<file path="src/rtl/branch_resolve_unit_pkg.sv">
// -----------------------------------------------------------------------------
// branch_resolve_unit_pkg
// Shared definitions for the execute-stage branch resolution slice:
//   - condition-code encodings carried by the branch in EX
//   - FSM state encoding for the wrong-path shadow
//   - default parameter values (shadow depth, counter width)
// No ports (package).
// -----------------------------------------------------------------------------
package branch_resolve_unit_pkg;

   // Branch condition codes, evaluated against the registered N/Z/V flags
   localparam logic [2:0] CC_NEQ = 3'b000;
   localparam logic [2:0] CC_EQ  = 3'b001;
   localparam logic [2:0] CC_GT  = 3'b010;
   localparam logic [2:0] CC_LT  = 3'b011;
   localparam logic [2:0] CC_GTE = 3'b100;
   localparam logic [2:0] CC_LTE = 3'b101;
   localparam logic [2:0] CC_OVF = 3'b110;
   localparam logic [2:0] CC_UNC = 3'b111;

   // Number of younger wrong-path slots squashed after a taken branch (1..3)
   localparam int unsigned SHADOW_DEFAULT = 2;

   // Width of the branch/taken performance counters
   localparam int unsigned CNT_W_DEFAULT = 16;

   // Resolution FSM: either free to resolve, or squashing the shadow slots
   typedef enum logic {
      ST_IDLE        = 1'b0,
      ST_SHADOW_KILL = 1'b1
   } bru_state_t;

endpackage

</file>
<file path="src/rtl/branch_resolve_unit_if.sv">
// -----------------------------------------------------------------------------
// branch_resolve_unit_if
// Bundles the pipeline-facing signals of the branch resolution unit.
//   master modport : pipeline side (drives branch/flags/stall, sees redirect)
//   slave  modport : branch_resolve_unit itself
// Signals:
//   stall, br_valid, br_cond[2:0], br_target[15:0], flag_n/z/v, cnt_clr  (to unit)
//   pc_redirect, pc_target[15:0], flush_if_id, flush_id_ex, ex_kill,
//   branch_cnt[CNT_W-1:0], taken_cnt[CNT_W-1:0]                         (from unit)
// -----------------------------------------------------------------------------
interface branch_resolve_unit_if
   import branch_resolve_unit_pkg::*;
#(
   parameter int unsigned CNT_W = CNT_W_DEFAULT
);

   logic              stall;
   logic              br_valid;
   logic [2:0]        br_cond;
   logic [15:0]       br_target;
   logic              flag_n;
   logic              flag_z;
   logic              flag_v;
   logic              cnt_clr;

   logic              pc_redirect;
   logic [15:0]       pc_target;
   logic              flush_if_id;
   logic              flush_id_ex;
   logic              ex_kill;
   logic [CNT_W-1:0]  branch_cnt;
   logic [CNT_W-1:0]  taken_cnt;

   modport master (
      output stall, br_valid, br_cond, br_target, flag_n, flag_z, flag_v, cnt_clr,
      input  pc_redirect, pc_target, flush_if_id, flush_id_ex, ex_kill,
             branch_cnt, taken_cnt
   );

   modport slave (
      input  stall, br_valid, br_cond, br_target, flag_n, flag_z, flag_v, cnt_clr,
      output pc_redirect, pc_target, flush_if_id, flush_id_ex, ex_kill,
             branch_cnt, taken_cnt
   );

endinterface

</file>
<file path="src/rtl/branch_cond_eval.sv">
// -----------------------------------------------------------------------------
// branch_cond_eval
// Pure combinational decode of a 3-bit condition code against N/Z/V flags.
// Kept separate so a future jump/return path can share the same decode.
// Ports:
//   br_cond [2:0] in  : condition code
//   n, z, v       in  : registered ALU flags
//   taken         out : 1 when the condition holds
// -----------------------------------------------------------------------------
module branch_cond_eval
   import branch_resolve_unit_pkg::*;
(
   input  logic [2:0] br_cond,
   input  logic       n,
   input  logic       z,
   input  logic       v,
   output logic       taken
);

   // GT/GTE/LTE treat N as the sign of the last result
   always_comb begin
      taken = 1'b0;
      unique case (br_cond)
         CC_NEQ: taken = ~z;
         CC_EQ:  taken = z;
         CC_GT:  taken = ~z & ~n;
         CC_LT:  taken = n;
         CC_GTE: taken = z | (~z & ~n);
         CC_LTE: taken = n | z;
         CC_OVF: taken = v;
         CC_UNC: taken = 1'b1;
         default: taken = 1'b0;
      endcase
   end

endmodule

</file>
<file path="src/rtl/branch_resolve_unit.sv">
// -----------------------------------------------------------------------------
// branch_resolve_unit
// Execute-stage branch resolution. Evaluates the EX branch condition against
// the registered flags, redirects fetch and flushes IF/ID + ID/EX in the same
// cycle when taken, then holds ex_kill for SHADOW non-stalled cycles so the
// wrong-path instructions flowing through EX cannot update the ALU flags.
// Also keeps saturating branch/taken counters.
// Ports:
//   clk  in : system clock
//   rst  in : asynchronous active-high reset
//   bus     : branch_resolve_unit_if.slave (see interface for signal list)
// -----------------------------------------------------------------------------
module branch_resolve_unit
   import branch_resolve_unit_pkg::*;
#(
   parameter int unsigned SHADOW = SHADOW_DEFAULT,
   parameter int unsigned CNT_W  = CNT_W_DEFAULT
)(
   input  logic                 clk,
   input  logic                 rst,
   branch_resolve_unit_if.slave bus
);

   localparam int unsigned SC_W = $clog2(SHADOW + 1);

   bru_state_t        state;
   bru_state_t        next_state;
   logic [SC_W-1:0]   sc;
   logic [SC_W-1:0]   next_sc;

   logic              cond_true;
   logic              resolve;
   logic              taken;

   logic              pc_redirect;
   logic [15:0]       pc_target;
   logic              ex_kill;
   logic [CNT_W-1:0]  branch_cnt;
   logic [CNT_W-1:0]  taken_cnt;

   branch_cond_eval u_cond_eval (
      .br_cond (bus.br_cond),
      .n       (bus.flag_n),
      .z       (bus.flag_z),
      .v       (bus.flag_v),
      .taken   (cond_true)
   );

   // A branch only resolves when EX advances and we are not in a shadow slot
   assign resolve = bus.br_valid & ~bus.stall & (state == ST_IDLE);
   assign taken   = resolve & cond_true;

   // State register; a stall freezes both the state and the shadow count
   always_ff @(posedge clk or posedge rst) begin
      if (rst) begin
         state <= ST_IDLE;
         sc    <= '0;
      end else if (!bus.stall) begin
         state <= next_state;
         sc    <= next_sc;
      end
   end

   // Next-state logic; only consulted on non-stalled cycles
   always_comb begin
      next_state = state;
      next_sc    = sc;
      unique case (state)
         ST_IDLE: begin
            if (taken) begin
               next_state = ST_SHADOW_KILL;
               next_sc    = SC_W'(SHADOW);
            end
         end
         ST_SHADOW_KILL: begin
            if (sc <= SC_W'(1)) begin
               next_state = ST_IDLE;
               next_sc    = '0;
            end else begin
               next_sc = sc - SC_W'(1);
            end
         end
         default: begin
            next_state = ST_IDLE;
            next_sc    = '0;
         end
      endcase
   end

   // Outputs: redirect/flush are zero-latency from the inputs, ex_kill is a
   // decode of the registered state only so it cannot glitch into the ALU
   always_comb begin
      pc_redirect = taken;
      pc_target   = taken ? bus.br_target : 16'h0000;
      ex_kill     = (state == ST_SHADOW_KILL);
   end

   // Saturating performance counters; clear beats a same-cycle increment
   always_ff @(posedge clk or posedge rst) begin
      if (rst) begin
         branch_cnt <= '0;
         taken_cnt  <= '0;
      end else if (bus.cnt_clr) begin
         branch_cnt <= '0;
         taken_cnt  <= '0;
      end else if (resolve) begin
         if (branch_cnt != '1) begin
            branch_cnt <= branch_cnt + CNT_W'(1);
         end
         if (taken && (taken_cnt != '1)) begin
            taken_cnt <= taken_cnt + CNT_W'(1);
         end
      end
   end

   assign bus.pc_redirect = pc_redirect;
   assign bus.pc_target   = pc_target;
   assign bus.flush_if_id = pc_redirect;
   assign bus.flush_id_ex = pc_redirect;
   assign bus.ex_kill     = ex_kill;
   assign bus.branch_cnt  = branch_cnt;
   assign bus.taken_cnt   = taken_cnt;

endmodule

</file>
<file path="src/flat_wrapper.sv">
// flat-port wrapper written by rule: the top's interface ports become plain ports
module branch_resolve_unit_flat import branch_resolve_unit_pkg::*;
#(
   parameter int unsigned SHADOW = SHADOW_DEFAULT,
   parameter int unsigned CNT_W  = CNT_W_DEFAULT
)
  (clk, rst, bus_stall, bus_br_valid, bus_br_cond, bus_br_target, bus_flag_n, bus_flag_z, bus_flag_v, bus_cnt_clr, bus_pc_redirect, bus_pc_target, bus_flush_if_id, bus_flush_id_ex, bus_ex_kill, bus_branch_cnt, bus_taken_cnt);
  branch_resolve_unit_if #(.CNT_W(CNT_W)) bus_i ();
  input  logic clk;
  input  logic rst;
  input wire logic [$bits(bus_i.stall)-1:0] bus_stall;
  input wire logic [$bits(bus_i.br_valid)-1:0] bus_br_valid;
  input wire logic [$bits(bus_i.br_cond)-1:0] bus_br_cond;
  input wire logic [$bits(bus_i.br_target)-1:0] bus_br_target;
  input wire logic [$bits(bus_i.flag_n)-1:0] bus_flag_n;
  input wire logic [$bits(bus_i.flag_z)-1:0] bus_flag_z;
  input wire logic [$bits(bus_i.flag_v)-1:0] bus_flag_v;
  input wire logic [$bits(bus_i.cnt_clr)-1:0] bus_cnt_clr;
  output wire logic [$bits(bus_i.pc_redirect)-1:0] bus_pc_redirect;
  output wire logic [$bits(bus_i.pc_target)-1:0] bus_pc_target;
  output wire logic [$bits(bus_i.flush_if_id)-1:0] bus_flush_if_id;
  output wire logic [$bits(bus_i.flush_id_ex)-1:0] bus_flush_id_ex;
  output wire logic [$bits(bus_i.ex_kill)-1:0] bus_ex_kill;
  output wire logic [$bits(bus_i.branch_cnt)-1:0] bus_branch_cnt;
  output wire logic [$bits(bus_i.taken_cnt)-1:0] bus_taken_cnt;
  assign bus_i.stall = bus_stall;
  assign bus_i.br_valid = bus_br_valid;
  assign bus_i.br_cond = bus_br_cond;
  assign bus_i.br_target = bus_br_target;
  assign bus_i.flag_n = bus_flag_n;
  assign bus_i.flag_z = bus_flag_z;
  assign bus_i.flag_v = bus_flag_v;
  assign bus_i.cnt_clr = bus_cnt_clr;
  assign bus_pc_redirect = bus_i.pc_redirect;
  assign bus_pc_target = bus_i.pc_target;
  assign bus_flush_if_id = bus_i.flush_if_id;
  assign bus_flush_id_ex = bus_i.flush_id_ex;
  assign bus_ex_kill = bus_i.ex_kill;
  assign bus_branch_cnt = bus_i.branch_cnt;
  assign bus_taken_cnt = bus_i.taken_cnt;
  branch_resolve_unit #(.SHADOW(SHADOW), .CNT_W(CNT_W)) u_core (.clk(clk), .rst(rst), .bus(bus_i));
endmodule
</file>
<file path="config.mk">
export PLATFORM = sky130hd
export DESIGN_NAME = branch_resolve_unit_flat
export DESIGN_NICKNAME = d
export VERILOG_FILES = /design/src/rtl/branch_resolve_unit_pkg.sv /design/src/rtl/branch_resolve_unit_if.sv /design/src/rtl/branch_cond_eval.sv /design/src/rtl/branch_resolve_unit.sv /design/src/flat_wrapper.sv
export SDC_FILE = /design/constraint.sdc
export NUM_CORES = 1
export LEC_CHECK = 0
export CORE_MARGIN = 3
export CORE_UTILIZATION = 48
export DETAILED_ROUTE_END_ITERATION = 10
export PLACE_DENSITY = 0.89
export SLEW_MARGIN = 20
export SYNTH_ARGS = -nofsm -noshare
export SYNTH_HDL_FRONTEND = slang
export SYNTH_HIERARCHICAL = 1
export SYNTH_SLANG_ARGS = --single-unit
export TNS_END_PERCENT = 30
</file>
<file path="constraint.sdc">
create_clock -name clk -period 3.6 [get_ports clk]
set_clock_uncertainty 0.1 [all_clocks]
set_input_delay 0.54 -clock clk [delete_from_list [all_inputs] [get_ports clk]]
set_output_delay 0.54 -clock clk [all_outputs]
set_load 0.02 [all_outputs]
</file>
==> results.py <==
metrics = {
    "status": {
        "status": "complete, no violations",
    },
    "synth": {
        "synth_xor_area_share_pct": 0,
        "syn_area_per_cell_um2": 8.73,
        "synth_top_area_share_pct": 41.5,
        "yosysUniqueCellTypes": 36,
        "synth_compound_area_share_pct": 17.6,
        "ys_seq_area_share_pct": 41.5,
        "synth_edf_count": 0,
        "synthCells": 242,
        "synth_mux_area_share_pct": 3.08,
        "ys_warn_count": 6,
        "ys.flop_type": "dfrtp_1",
        "synth-adder-area-share_pct": 1.18,
        "syn_nets": 271,
        "synthArstFlopShare_pct": 100,
        "yosys.area_share.simple_pct": 32.0,
        "netlist_top_cells_area": "dfrtp_1 41%, a21oi_1 5.9%, or4_1 5.3%",
        "synth_top_family_by_area": "simple AND/OR/NAND/NOR gates",
        "synth_top_cell_by_area": "dfrtp_1",
        "ys_ff_latch": 35,
        "synth_area_mm2": 0.00211,
    },
    "worst_setup_path": {
        "crit_required_ns": 2.96,
        "cp.arrival_ns": 2.60,
        "slowest_delay_ns": 0.63,
        "crit_path_start_kind": "primary input",
        "cp_common_cell": "clkdlybuf4s50_1",
        "slowest_stage": "clkdlybuf4s50_1",
        "crit_chain": "clkdlybuf4s50_1, nor2b_2, mux2i_1, o31a_1, o21a_1, nand4bb_1, inv_1, clkdlybuf4s50_1",
        "critical_path_class": "in2out",
        "critical_path.max_fanout": 6,
        "reg2reg_from": "u_core/bus.ex_kill$_DFFE_PP0N_",
        "crit_start": "bus_br_cond[0]",
        "crit_path_end_kind": "primary output",
    },
    "floorplan": {
        "die_w_um": 72.3,
        "io_pins": 79,
        "core_mm2": 0.00412,
        "rows": 23,
        "dieHeight_um": 72.3,
        "initial_utilization_pct": 51.3,
        "die-area_mm2": 0.00523,
    },
    "min_path": {
        "hp-class": "reg2reg",
        "hold_path_startpoint": "u_core/sc[1]$_DFFE_PP0P_",
    },
    "timing": {
        "post-route-min-period_ns": 3.24,
        "fin_setup_tns_ns": 0,
        "worst_pin_slew_ns": 0.741,
        "fin_crit_sh_pct": 89.9,
        "drv_slew": 0,
        "finalHoldViolations": 0,
        "fmaxAchievable_mhz": 309,
        "worst_slew_margin_rel_pct": 50.2,
        "rsz0062_at_grt": "false",
        "finalSetupViolCount": 0,
        "worst_hold_slack_ns": 0.400,
    },
    "cts": {
        "htreeDepth": 2,
        "ctsHoldBuffers": 0,
        "post-cts-setup-buffers": 0,
        "cts.repair.resized": 0,
        "clockBufferDepth": 2,
        "clk_pin_slew_ns": 0.08,
        "cts_tree": "yes",
        "clock_sinks": 35,
        "clockRootBuffer": "clkbuf_8",
        "cts_buffers": 5,
        "insertion_delay_ns": 0.29,
    },
    "detailed_routing": {
        "dr_wl_met3_um": 217,
        "wire_per_inst_um": 15.8,
        "first_iter_violations": 139,
        "drt_first_pass_iters": 5,
        "routed_wirelength_mm": 5.83,
        "ant_nets": 0,
        "dr_wl_met2_mm": 3.03,
        "top_layer": "met4",
        "via_count": 2208,
        "wl_met1_mm": 2.49,
        "drc_errors": 0,
        "routed_via_density": 5.98,
    },
    "placed_design": {
        "place_inst": 361,
        "gp_congestion": 0.775,
        "hpwlAfterDp_mm": 4.16,
        "portBuffers": 78,
    },
    "final_layout": {
        "area_delta_synth_final_pct": 46.0,
        "final_cells": 369,
        "num-fill-cells": 318,
        "final_cell_mix": "78 x clkdlybuf4s50_1, 35 x dfrtp_1, 25 x a21oi_1",
        "nets": 347,
        "drive_gt1_share_pct": 7.84,
        "final_common_cell": "clkdlybuf4s50_1",
        "antenna_cells": 0,
    },
    "flow_run": {
        "maxCapViolations": 0,
    },
    "pwr": {
        "power_density_mw_per_mm2": 345,
        "ir_drop_mv": 0.245,
        "p_leak_nw": 1.20,
    },
    "global_route": {
        "grtUsageTotal_pct": 23.5,
        "grt_pass1_wl_mm": 9.93,
        "grt_max_degree": 36,
        "grt_pass1_vias": 2155,
        "antenna_found_initial": 0,
        "grt_overflow": 0,
    },
}
[state kept, by name (all words and copies together), names as in the netlist]
signal / cells
u_core/bus.ex_kill: 1
u_core/bus.taken_cnt: 16
u_core/bus.branch_cnt: 16
u_core/sc: 2
[cell type report]
cell class / count / area, um^2 / area share [%]
well taps: 50 / 62.6 / 2.03
clock inverters: 3 / 67.6 / 2.19
flip-flops and latches: 35 / 876 / 28.4
repair buffers: 86 / 841 / 27.3
multi-input cells: 184 / 1140 / 37.1
inverters: 6 / 22.5 / 0.731
clock buffers: 5 / 68.8 / 2.23
[path summary, 6_finish.rpt]
kind,to,slack [ns],cells after the start
worst max-delay path,bus_flush_id_ex,0.36,8
worst min-delay path,u_core/sc[0]$_DFFE_PP0P_,0.40,2
worst max register to register,u_core/bus.branch_cnt[15]$_DFFE_PP0P_,1.14,4
worst min register to register,u_core/sc[0]$_DFFE_PP0P_,0.40,2
max in group asynchronous,u_core/bus.branch_cnt[15]$_DFFE_PP0P_,2.53,3
min in group asynchronous,u_core/bus.taken_cnt[1]$_DFFE_PP0P_,0.54,3
[per-stage QoR]
| stage | total power [W] | setup slack (ns) | cell area (um^2) | utilization [%] |
|---|---|---|---|---|
| global route | 0.00111 | 0.217 | 3080 | 74.9 |
| CTS | 0.00107 | 0.337 | 3080 | 74.9 |
| global placement | 0.000639 | 0.311 | 2950 | 71.6 |
| finish | 0.00106 | 0.364 | 3080 | 74.9 |
| floorplan | 0.000543 | 0.828 | 2110 | - |
| detailed placement | 0.000643 | 0.220 | 2950 | 71.6 |
[power breakdown]
| group | leakage [nW] | switching [W] | internal (W) |
|---|---|---|---|
| logic | 0.649 | 0.000107 | 0.0000995 |
| clock network | 0.0644 | 0.000152 | 0.000276 |
| registers | 0.484 | 0.0000180 | 0.000412 |
[per-layer routing]
metal  GRT usage, %  up-vias
li1               -     1078
met1           29.3     1057
met2           40.7       64
met3           3.60        9
met4           9.19        0
met5              0        -
[synth_stat cells (6+ instances only)]
| cell | number |
|---|---|
| nand3_1 | 11 |
| nand4_1 | 9 |
| inv_1 | 6 |
| or3_1 | 10 |
| o21ai_0 | 14 |
| nand2_1 | 17 |
| and3_1 | 16 |
| o31ai_1 | 12 |
| clkbuf_1 | 12 |
| dfrtp_1 | 35 |
| a21oi_1 | 25 |
| or4_1 | 15 |
| nor2_1 | 8 |
[cells by family after synthesis]
group                    after synthesis
AND/OR/NAND/NOR                      115
AO/OA/AOI/OAI                         61
flip-flops                            35
buffers and inverters                 23
multiplexers                           6
adder cells (fa/ha/maj)                2
[critical path, delay by kind of cell]
kind                   cells  cell delay (ns)
buffers and inverters      3             1.36
AO/OA/AOI/OAI              2             0.26
AND/OR/NAND/NOR            2             0.29
multiplexers               1             0.13
(Power assumes the default switching activity.)
